## config.mk

```make
export PLATFORM = sky130hd
export DESIGN_NAME = regfile_wb_arbiter
export DESIGN_NICKNAME = d
export VERILOG_FILES = /design/src/rtl/regfile_wb_arbiter_pkg.sv /design/src/rtl/wb_result_fifo.sv /design/src/rtl/regfile_wb_arbiter.sv
export SDC_FILE = /design/constraint.sdc
export NUM_CORES = 1
export LEC_CHECK = 0
export ABC_CLOCK_PERIOD_IN_PS = 6650
export CELL_PAD_IN_SITES_DETAIL_PLACEMENT = 2
export CELL_PAD_IN_SITES_GLOBAL_PLACEMENT = 2
export CORE_UTILIZATION = 37
export CTS_CLUSTER_DIAMETER = 120
export DETAILED_ROUTE_END_ITERATION = 10
export PLACE_DENSITY_LB_ADDON = 0.1
export SLEW_MARGIN = 20
export SYNTH_ARGS = -nofsm -noshare
export SYNTH_HDL_FRONTEND = slang
export SYNTH_SLANG_ARGS = --single-unit
```

## constraint.sdc

```tcl
create_clock -name clk -period 6.65 [get_ports clk]
set_input_delay 1.995 -clock clk [delete_from_list [all_inputs] [get_ports clk]]
set_output_delay 1.995 -clock clk [all_outputs]
set_load 0.03 [all_outputs]
```

## src/rtl/regfile_wb_arbiter_pkg.sv

```systemverilog
// Shared definitions for the register-file write-side arbiter.
//   - Default widths/depth used as parameter defaults by the arbiter and FIFO.
//   - wb_result_t: {addr, data} long-latency result entry at default widths.
//   - Width helpers for FIFO pointers and occupancy counter.
package regfile_wb_arbiter_pkg;

  localparam int DEF_DATA_W     = 32;
  localparam int DEF_ADDR_W     = 5;
  localparam int DEF_FIFO_DEPTH = 2;

  typedef struct packed {
    logic [DEF_ADDR_W-1:0] addr;
    logic [DEF_DATA_W-1:0] data;
  } wb_result_t;

  // Occupancy must represent 0..depth inclusive.
  function automatic int cnt_width(input int depth);
    return $clog2(depth + 1);
  endfunction

  // A single-entry FIFO still needs a 1-bit pointer to index its array.
  function automatic int ptr_width(input int depth);
    return (depth > 1) ? $clog2(depth) : 1;
  endfunction

endpackage

```

## src/rtl/wb_result_fifo.sv

```systemverilog
// Small circular buffer holding long-latency results until the register file
// write port is free.
// Ports:
//   clk, rst_n         clock, asynchronous active-low reset
//   push, push_data    write an entry (ignored when full)
//   pop                remove the head entry (ignored when empty)
//   head_data          current head entry, valid while !empty
//   count              registered occupancy, 0..DEPTH
//   full, empty        derived from count
module wb_result_fifo
  import regfile_wb_arbiter_pkg::*;
#(
  parameter int W     = DEF_ADDR_W + DEF_DATA_W,
  parameter int DEPTH = DEF_FIFO_DEPTH,
  localparam int CNT_W = cnt_width(DEPTH),
  localparam int PTR_W = ptr_width(DEPTH)
) (
  input  logic             clk,
  input  logic             rst_n,
  input  logic             push,
  input  logic [W-1:0]     push_data,
  input  logic             pop,
  output logic [W-1:0]     head_data,
  output logic [CNT_W-1:0] count,
  output logic             full,
  output logic             empty
);

  logic [W-1:0]     mem [DEPTH];
  logic [PTR_W-1:0] wr_ptr_reg, wr_ptr_next;
  logic [PTR_W-1:0] rd_ptr_reg, rd_ptr_next;
  logic [CNT_W-1:0] count_reg, count_next;
  logic             do_push, do_pop;

  // Pointers wrap at DEPTH, which need not be a power of two.
  function automatic logic [PTR_W-1:0] ptr_inc(input logic [PTR_W-1:0] p);
    if (p == PTR_W'(DEPTH - 1)) begin
      return '0;
    end
    return p + PTR_W'(1);
  endfunction

  assign full    = (count_reg == CNT_W'(DEPTH));
  assign empty   = (count_reg == '0);
  assign count   = count_reg;
  assign do_push = push && !full;
  assign do_pop  = pop && !empty;

  // Head is read combinationally so the arbiter can pop and write in one cycle.
  assign head_data = mem[rd_ptr_reg];

  always_ff @(posedge clk) begin
    if (do_push) begin
      mem[wr_ptr_reg] <= push_data;
    end
  end

  always_comb begin
    wr_ptr_next = wr_ptr_reg;
    rd_ptr_next = rd_ptr_reg;
    count_next  = count_reg;
    if (do_push) begin
      wr_ptr_next = ptr_inc(wr_ptr_reg);
    end
    if (do_pop) begin
      rd_ptr_next = ptr_inc(rd_ptr_reg);
    end
    // Simultaneous push and pop leaves occupancy unchanged.
    case ({do_push, do_pop})
      2'b10:   count_next = count_reg + CNT_W'(1);
      2'b01:   count_next = count_reg - CNT_W'(1);
      default: count_next = count_reg;
    endcase
  end

  always_ff @(posedge clk or negedge rst_n) begin
    if (!rst_n) begin
      wr_ptr_reg <= '0;
      rd_ptr_reg <= '0;
      count_reg  <= '0;
    end else begin
      wr_ptr_reg <= wr_ptr_next;
      rd_ptr_reg <= rd_ptr_next;
      count_reg  <= count_next;
    end
  end

endmodule

```

## src/rtl/regfile_wb_arbiter.sv

```systemverilog
// Write side of the register file. Merges the in-order pipeline writeback and
// a buffered long-latency result stream onto the single register-file write
// port, and tracks which registers still await a long-latency write.
// Ports:
//   clk, rst_n                       clock, asynchronous active-low reset
//   wb_valid/wb_addr/wb_data         pipeline writeback (always wins, no backpressure)
//   iss_valid/iss_addr               long-latency issue; marks destination busy
//   lu_valid/lu_ready/lu_addr/lu_data long-latency result handshake into the FIFO
//   busy_vec                         per-register pending long-latency write
//   RegWrite/WriteAddr/WriteData     registered register-file write port
//   stall_cnt                        only when WBARB_STALL_CNT_EN is defined:
//                                    saturating count of cycles the FIFO head
//                                    waited because the pipeline writeback won
module regfile_wb_arbiter
  import regfile_wb_arbiter_pkg::*;
#(
  parameter int DATA_W     = DEF_DATA_W,
  parameter int ADDR_W     = DEF_ADDR_W,
  parameter int FIFO_DEPTH = DEF_FIFO_DEPTH,
  localparam int NREG      = 2 ** ADDR_W
) (
  input  logic              clk,
  input  logic              rst_n,
  input  logic              wb_valid,
  input  logic [ADDR_W-1:0] wb_addr,
  input  logic [DATA_W-1:0] wb_data,
  input  logic              iss_valid,
  input  logic [ADDR_W-1:0] iss_addr,
  input  logic              lu_valid,
  output logic              lu_ready,
  input  logic [ADDR_W-1:0] lu_addr,
  input  logic [DATA_W-1:0] lu_data,
  output logic [NREG-1:0]   busy_vec,
  output logic              RegWrite,
  output logic [ADDR_W-1:0] WriteAddr,
  output logic [DATA_W-1:0] WriteData
`ifdef WBARB_STALL_CNT_EN
  ,
  output logic [31:0]       stall_cnt
`endif
);

  localparam int CNT_W = cnt_width(FIFO_DEPTH);
  localparam int ENT_W = ADDR_W + DATA_W;

  logic [CNT_W-1:0]  fifo_count;
  logic              fifo_full, fifo_empty;
  logic              fifo_push, fifo_pop;
  logic [ENT_W-1:0]  fifo_head;
  logic [ADDR_W-1:0] head_addr;
  logic [DATA_W-1:0] head_data;
  logic              wb_win;

  logic              regwrite_reg, regwrite_next;
  logic [ADDR_W-1:0] writeaddr_reg, writeaddr_next;
  logic [DATA_W-1:0] writedata_reg, writedata_next;

  // Accept depends only on registered occupancy, so a pop at full does not
  // reopen the input until the following cycle.
  assign lu_ready  = (fifo_count < CNT_W'(FIFO_DEPTH));
  assign fifo_push = lu_valid && lu_ready;

  // An x0 writeback is swallowed and does not block the FIFO.
  assign wb_win   = wb_valid && (wb_addr != '0);
  assign fifo_pop = !wb_win && !fifo_empty;

  assign head_addr = fifo_head[DATA_W +: ADDR_W];
  assign head_data = fifo_head[DATA_W-1:0];

  wb_result_fifo #(
    .W     (ENT_W),
    .DEPTH (FIFO_DEPTH)
  ) u_fifo (
    .clk       (clk),
    .rst_n     (rst_n),
    .push      (fifo_push),
    .push_data ({lu_addr, lu_data}),
    .pop       (fifo_pop),
    .head_data (fifo_head),
    .count     (fifo_count),
    .full      (fifo_full),
    .empty     (fifo_empty)
  );

  // Write port: address/data hold their last value when nothing is written.
  always_comb begin
    regwrite_next  = 1'b0;
    writeaddr_next = writeaddr_reg;
    writedata_next = writedata_reg;
    if (wb_win) begin
      regwrite_next  = 1'b1;
      writeaddr_next = wb_addr;
      writedata_next = wb_data;
    end else if (fifo_pop && (head_addr != '0)) begin
      regwrite_next  = 1'b1;
      writeaddr_next = head_addr;
      writedata_next = head_data;
    end
  end

  always_ff @(posedge clk or negedge rst_n) begin
    if (!rst_n) begin
      regwrite_reg  <= 1'b0;
      writeaddr_reg <= '0;
      writedata_reg <= '0;
    end else begin
      regwrite_reg  <= regwrite_next;
      writeaddr_reg <= writeaddr_next;
      writedata_reg <= writedata_next;
    end
  end

  assign RegWrite  = regwrite_reg;
  assign WriteAddr = writeaddr_reg;
  assign WriteData = writedata_reg;

  // Scoreboard: x0 is never busy; for other registers a new issue in the
  // same cycle as the pop of an older result keeps the register busy.
  assign busy_vec[0] = 1'b0;

  generate
    for (genvar gi = 1; gi < NREG; gi++) begin : g_busy
      logic busy_reg, busy_next;
      logic set_bit, clr_bit;

      assign set_bit = iss_valid && (iss_addr == ADDR_W'(gi));
      assign clr_bit = fifo_pop && (head_addr == ADDR_W'(gi));

      always_comb begin
        busy_next = busy_reg;
        if (clr_bit) begin
          busy_next = 1'b0;
        end
        if (set_bit) begin
          busy_next = 1'b1;
        end
      end

      always_ff @(posedge clk or negedge rst_n) begin
        if (!rst_n) begin
          busy_reg <= 1'b0;
        end else begin
          busy_reg <= busy_next;
        end
      end

      assign busy_vec[gi] = busy_reg;
    end
  endgenerate

  // The hazard unit must never let a pipeline write target a register that
  // still has a long-latency write outstanding; the write is still performed.
  wb_busy_hazard: assert property (@(posedge clk) disable iff (!rst_n)
    !(wb_win && busy_vec[wb_addr]));

`ifdef WBARB_STALL_CNT_EN
  logic [31:0] stall_cnt_reg, stall_cnt_next;

  // Counts cycles where a buffered result waited because writeback won.
  always_comb begin
    stall_cnt_next = stall_cnt_reg;
    if (!fifo_empty && !fifo_pop && (stall_cnt_reg != 32'hFFFF_FFFF)) begin
      stall_cnt_next = stall_cnt_reg + 32'd1;
    end
  end

  always_ff @(posedge clk or negedge rst_n) begin
    if (!rst_n) begin
      stall_cnt_reg <= '0;
    end else begin
      stall_cnt_reg <= stall_cnt_next;
    end
  end

  assign stall_cnt = stall_cnt_reg;
`endif

endmodule

```

# After elaboration in Yosys (flattened, before gate mapping)
# Memory sizes are Yosys's and may differ from the RTL's.
# Cells that the tools add are included.
[word_totals] register_bits=73 mem_bits_rw=74 inputBits=84 memories=1
[classes] n_addsub=4 magnitude_cmp=1 eq_ne=65 n_mux=79 reduce_logical=107
[mem_list] name="u_fifo.mem" depth=2 word_bits=37 rd=1 rd_ports_with_merged_regs=0 wr=1 line="wb_result_fifo.sv:29" text="logic [W-1:0] mem [DEPTH];"
[op_table] cell="5-bit equality test, second input constant" n=32
[op_table] cell="5-bit by 4-bit equality test with 1-bit output, second input constant" n=16
[op_table] cell="1-bit 2-to-1 mux" n=74
[op_table] cell="1-bit logical AND" n=68
[op_table] cell="2-bit nonzero test" n=33
[op_table] cell="32-bit 2-to-1 mux" n=2
[op_table] cell="5-bit by 3-bit equality test with 1-bit output, second input constant" n=8
[op_table] cell="5-bit by 2-bit equality test with 1-bit output, second input constant" n=4
[op_table] cell="5-bit by 1-bit equality test with 1-bit output, second input constant" n=2
[op_table] cell="5-bit 2-to-1 mux" n=2
[op_table] cell="5-bit nonzero test" n=2
[op_table] cell="2-bit equality test, second input constant" n=2
[op_table] cell="2-bit case mux with 2 select lines" n=1
[op_table] cell="1-bit logical NOT" n=3
[op_table] cell="1-bit adder, second input constant" n=2
[op_table] cell="2-bit by 1-bit adder with 2-bit output, second input constant" n=1
[op_table] cell="2-bit by 1-bit equality test with 1-bit output, second input constant" n=1
[op_table] cell="2-bit logical NOT" n=1
[op_table] cell="2-bit < comparator, second input constant" n=1
[op_table] cell="2-bit by 1-bit subtractor with 2-bit output, second input constant" n=1

# Depth between registers and ports, before layout
[depth] ltp_word=7 mapped_depth=7

# Hierarchy
# From an unflattened synthesis, not the netlist that was laid out.
[unflattened] cells_unflattened=504 hier_area_um2=6461.2
[by_module_without_submodules] mod="regfile_wb_arbiter" instances=1 cells_per_inst=371 area_per_inst_um2=3512.1
[by_module_without_submodules] mod="wb_result_fifo" instances=1 cells_per_inst=133 area_per_inst_um2=2949.1

# Worst setup path after synthesis
# OpenSTA, ideal clock, no wires.
[synth_timing] kind="input-to-reg" startpoint="input port lu_valid" endpoint="memory u_fifo.mem[0][0] in the netlist's numbering (enable)" arrival_time_ps=3672 t_required_ps=6219 path_slack_ps=2547 cell_stages=2 path_buffers=0 path_cell_list="nand2_1 nor2_1"
[synth_via] elab_chain_cells=4
[synth_rtl] element="from (decl)" line="regfile_wb_arbiter.sv:29" text="input logic lu_valid,"
[synth_rtl] element="1-bit logical AND" line="regfile_wb_arbiter.sv:61" text="assign fifo_push = lu_valid && lu_ready;"
[synth_rtl] element="1-bit logical AND" line="wb_result_fifo.sv:46" text="assign do_push = push && !full;"
[synth_rtl] element="1-bit 2-to-1 mux" line="wb_result_fifo.sv:53" text="if (do_push) begin"
[synth_rtl] element="1-bit 2-to-1 mux (implied by the code)" line="wb_result_fifo.sv:54" text="mem[wr_ptr_reg] <= push_data;"
[synth_rtl] element="to (decl)" line="wb_result_fifo.sv:29"
# Every way passes these cells.

# Worst setup path in the final report
[layout_timing] startpoint="input port wb_addr[2]" endpoint="register writedata_reg[6], in the netlist WriteData[6]"
[layout_via] elab_chain_cells=6 word_cells_on_any_way=7 classes_between="mux: 1; reduce/logical: 6"
[layout_rtl] element="from (decl)" line="regfile_wb_arbiter.sv:25" text="input logic [ADDR_W-1:0] wb_addr,"
[layout_rtl] element="5-bit nonzero test *" line="regfile_wb_arbiter.sv:64" text="assign wb_win = wb_valid && (wb_addr != '0);"
[layout_rtl] element="1-bit logical AND *" line="regfile_wb_arbiter.sv:64"
[layout_rtl] element="1-bit logical NOT" line="regfile_wb_arbiter.sv:65" text="assign fifo_pop = !wb_win && !fifo_empty;"
[layout_rtl] element="1-bit logical AND" line="regfile_wb_arbiter.sv:65"
[layout_rtl] element="1-bit logical AND" line="regfile_wb_arbiter.sv:94" text="end else if (fifo_pop && (head_addr != '0)) begin"
[layout_rtl] element="2-bit nonzero test (no line)"
[layout_rtl] element="to (signal assigned)" line="regfile_wb_arbiter.sv:109" text="writedata_reg <= writedata_next;"
[layout_rtl] element="to (decl)" line="regfile_wb_arbiter.sv:56" text="logic [DATA_W-1:0] writedata_reg, writedata_next;"
# Every way passes the cells marked *; elsewhere a longest branch is shown, timed or not.
# A chain may end at the register's enable or synchronous reset.

==> flow_metrics.env <==
export IMPL_yosys_register_bits=147
export IMPL_gr_total_overflow=0
export IMPL_r2r_cells=5
export IMPL_io_buffers=153
export IMPL_synth_seq_area_share_pct=61.4
export IMPL_grtUsageTotal_pct=20.7
export IMPL_cts_buffers=17
export IMPL_end_kind="flop"
export IMPL_critPathLaunch="wb_addr[2]"
export IMPL_num_io_pins=155
export IMPL_worstPathCellList="clkdlybuf4s50_1 -> or2_1 -> o41ai_4 -> buf_4 -> o21ai_4 -> buf_4 -> mux2_4"
export IMPL_cts_root_buf="clkbuf_16"
export IMPL_skew_ns=0.00994
export IMPL_cts_resized=0
export IMPL_layout_common_cells="152 x clkdlybuf4s50_1, 87 x mux2_2, 74 x edfxtp_1"
export IMPL_largest_reg_flops=74
export IMPL_cts_max_level=4
export IMPL_finalSetupTns_ns=0
export IMPL_hpwl_um=11700
export IMPL_worstSkewPairLatency_ns=0.43
export IMPL_synth_nets=546
export IMPL_power_static_leakage_nw=3.37
export IMPL_final_core_util_pct=50.7
export IMPL_fin_nets=672
export IMPL_routed_wl_um=17900
export IMPL_area_delta_synth_final_pct=33.4
export IMPL_placed_cells=792
export IMPL_grt_pass1_vias=4886
export IMPL_hold_start="WriteData[17]"
export IMPL_routedWlPerCell_um=21.7
export IMPL_cts_tree="built"
export IMPL_syn_area_um2=6600
export IMPL_clkSinkCount=147
export IMPL_power_density_nw_per_um2=476
export IMPL_p_total_mw=4.19
export IMPL_synth_edf_count=74
export IMPL_grt_util_met2_pct=35.8
export IMPL_coreArea_um2=17400
export IMPL_r2r_start="u_fifo.rd_ptr_reg"
export IMPL_ant_nets=0
export IMPL_cp_top_family="buffers and inverters"
export IMPL_slew_headroom_pct=31.7
export IMPL_fin_crit_sh_pct=57.1
export IMPL_first_pass_iters=4
export IMPL_reg2reg_to="WriteData[31]"
export IMPL_grt_pass1_wl_um=27900
export IMPL_clock_fmax_ghz=0.264
export IMPL_path_clk_slew_ns=0.06
export IMPL_crit_arrival_ns=4.10
export IMPL_cpPeakStageDelay_ns=0.41
export IMPL_grt_start_max_net_pins=74
export IMPL_drc=0
export IMPL_max_clock_path_buffers=2
export IMPL_synthCells=461
export IMPL_dieArea_um2=18400
export IMPL_synth_async_reset_ratio_pct=49.7
export IMPL_met1_usage_pct=24.8
export IMPL_drive_above_1_share_pct=25.3
export IMPL_tightestPinTransition_ns=1.02
export IMPL_ir_worst_vdd_uv=201
export IMPL_antenna_found_initial=0
export IMPL_die_w_um=136
export IMPL_cp_num_buf_inv=3
export IMPL_rows=48
export IMPL_status="finished, final reports clean"
export IMPL_vias_per_cell=5.15
export IMPL_hp_class="flop to flop"
export IMPL_yosysTopAreaCell="edfxtp_1"
export IMPL_worstHoldEndpoint="WriteData[17]"
export IMPL_gp_congestion=0.768
export IMPL_yosysWarnings=0
export IMPL_busiest_layer="met2"
export IMPL_stdcell_count=825
export IMPL_cp_required_ns=6.95
export IMPL_synth_avg_cell_area_um2=14.3
export IMPL_synth_main_ff_cell="edfxtp_1"
export IMPL_synthTopCellsByArea="edfxtp_1 34%, dfrtp_1 28%, mux2_2 15%"
export IMPL_rsz0062_at_grt="no"
export IMPL_period_minus_slack_ns=3.79
export IMPL_cpMaxStageDelayCell="clkdlybuf4s50_1"
export IMPL_diodes=0
export IMPL_critPathMaxFanout=38
export IMPL_synthDistinctLibCells=38
export IMPL_initial_utilization_pct=38.0
export IMPL_hold_viol=0
export IMPL_synth_top_area_share_pct=33.7
export IMPL_drv_cap=0
export IMPL_fill_cells=1648
export IMPL_met3_usage_pct=4.68
export IMPL_drt_iter0_markers=125
export IMPL_whs_path_depth=1
export IMPL_die_h_um=136
export IMPL_vias=4248
export IMPL_crit_path_frequent_cell="buf_4"
export IMPL_r2r_slack_ns=3.83
export IMPL_setup_violations=0
export IMPL_path_class="input port to flop"
export IMPL_final_common_cell="clkdlybuf4s50_1"
export IMPL_cts_setup_buffers=0
export IMPL_start_kind="input port"
export IMPL_cts_hold_buf=0
export IMPL_maxSlewViolCount=0
[power breakdown]
| group | leakage, nW | internal (mW) | switching [mW] |
|---|---|---|---|
| registers | 1.54 | 1.26 | 0.220 |
| clock network | 0.315 | 0.676 | 0.389 |
| logic | 1.52 | 0.753 | 0.888 |
| total | 3.37 | 2.69 | 1.50 |
[cells by family after synthesis]
group           after synthesis  synth area share, %
flops                       147                 61.4
mux                         111                 20.0
simple gates                 98                 6.24
buf+inv                      56                 5.48
compound gates               42                 6.01
xor+xnor                      5                0.664
fa+ha+maj                     1                0.190
other cells                   1               0.0568
[layout make-up]
class | instances | area, um2 | share of cell area, %
multi-input combinational | 258 | 2200 | 25.0
timing repair buffer | 160 | 1600 | 18.2
inverter | 3 | 11.3 | 0.128
clock buffer | 19 | 443 | 5.03
sequential | 147 | 4050 | 46.0
tap | 225 | 282 | 3.20
clock inverter | 13 | 206 | 2.35
[worst register-to-register path, delay by kind of cell (launching register included)]
family	cells	cell delay (ns)
AO/OA/AOI/OAI	2	0.21
multiplexers	2	1.08
buffers and inverters	1	0.54
flip-flops	1	0.88
[Yosys cell counts (all sizes together), types with 3 or more instances]
library cell,n
buf,44
clkbuf,9
dfrtp,73
edfxtp,74
inv,3
mux2,107
mux2i,4
nand2,66
nand2b,3
nand3,5
nor2,12
nor2b,3
o21ai,3
o41ai,31
xnor2,4
[how the worst max path moves through the flow]
| stage | to | slack [ns] | cells after the start |
|---|---|---|---|
| floorplan | u_fifo.mem[0][0] | 2.55 | 2 |
| global route | WriteData[6] | 2.78 | 7 |
| finish | WriteData[6] | 2.86 | 7 |
| detailed placement | WriteData[6] | 2.41 | 7 |
| global placement | WriteData[8] | 2.50 | 7 |
| CTS | WriteAddr[3] | 2.86 | 7 |
[metal layers]
| layer | share of wire [%] | vias to the layer above |
|---|---|---|
| li1 | - | 1923 |
| met3 | 4.3 | 27 |
| met1 | 41 | 2172 |
| met2 | 52 | 126 |
| met5 | 0 | - |
| met4 | 2.1 | 0 |
[stage by stage]
step / worst slack [ns] / instance area [um2] / hold WS (ns)
after detailed placement: 2.41 / 8120 / 0.498
after floorplan: 2.55 / 6600 / 0.461
after global placement: 2.50 / 8120 / 0.494
after global routing: 2.78 / 8800 / 0.525
final: 2.86 / 8800 / 0.511
after CTS: 2.86 / 8770 / 0.516
(Power assumes the default switching activity.)
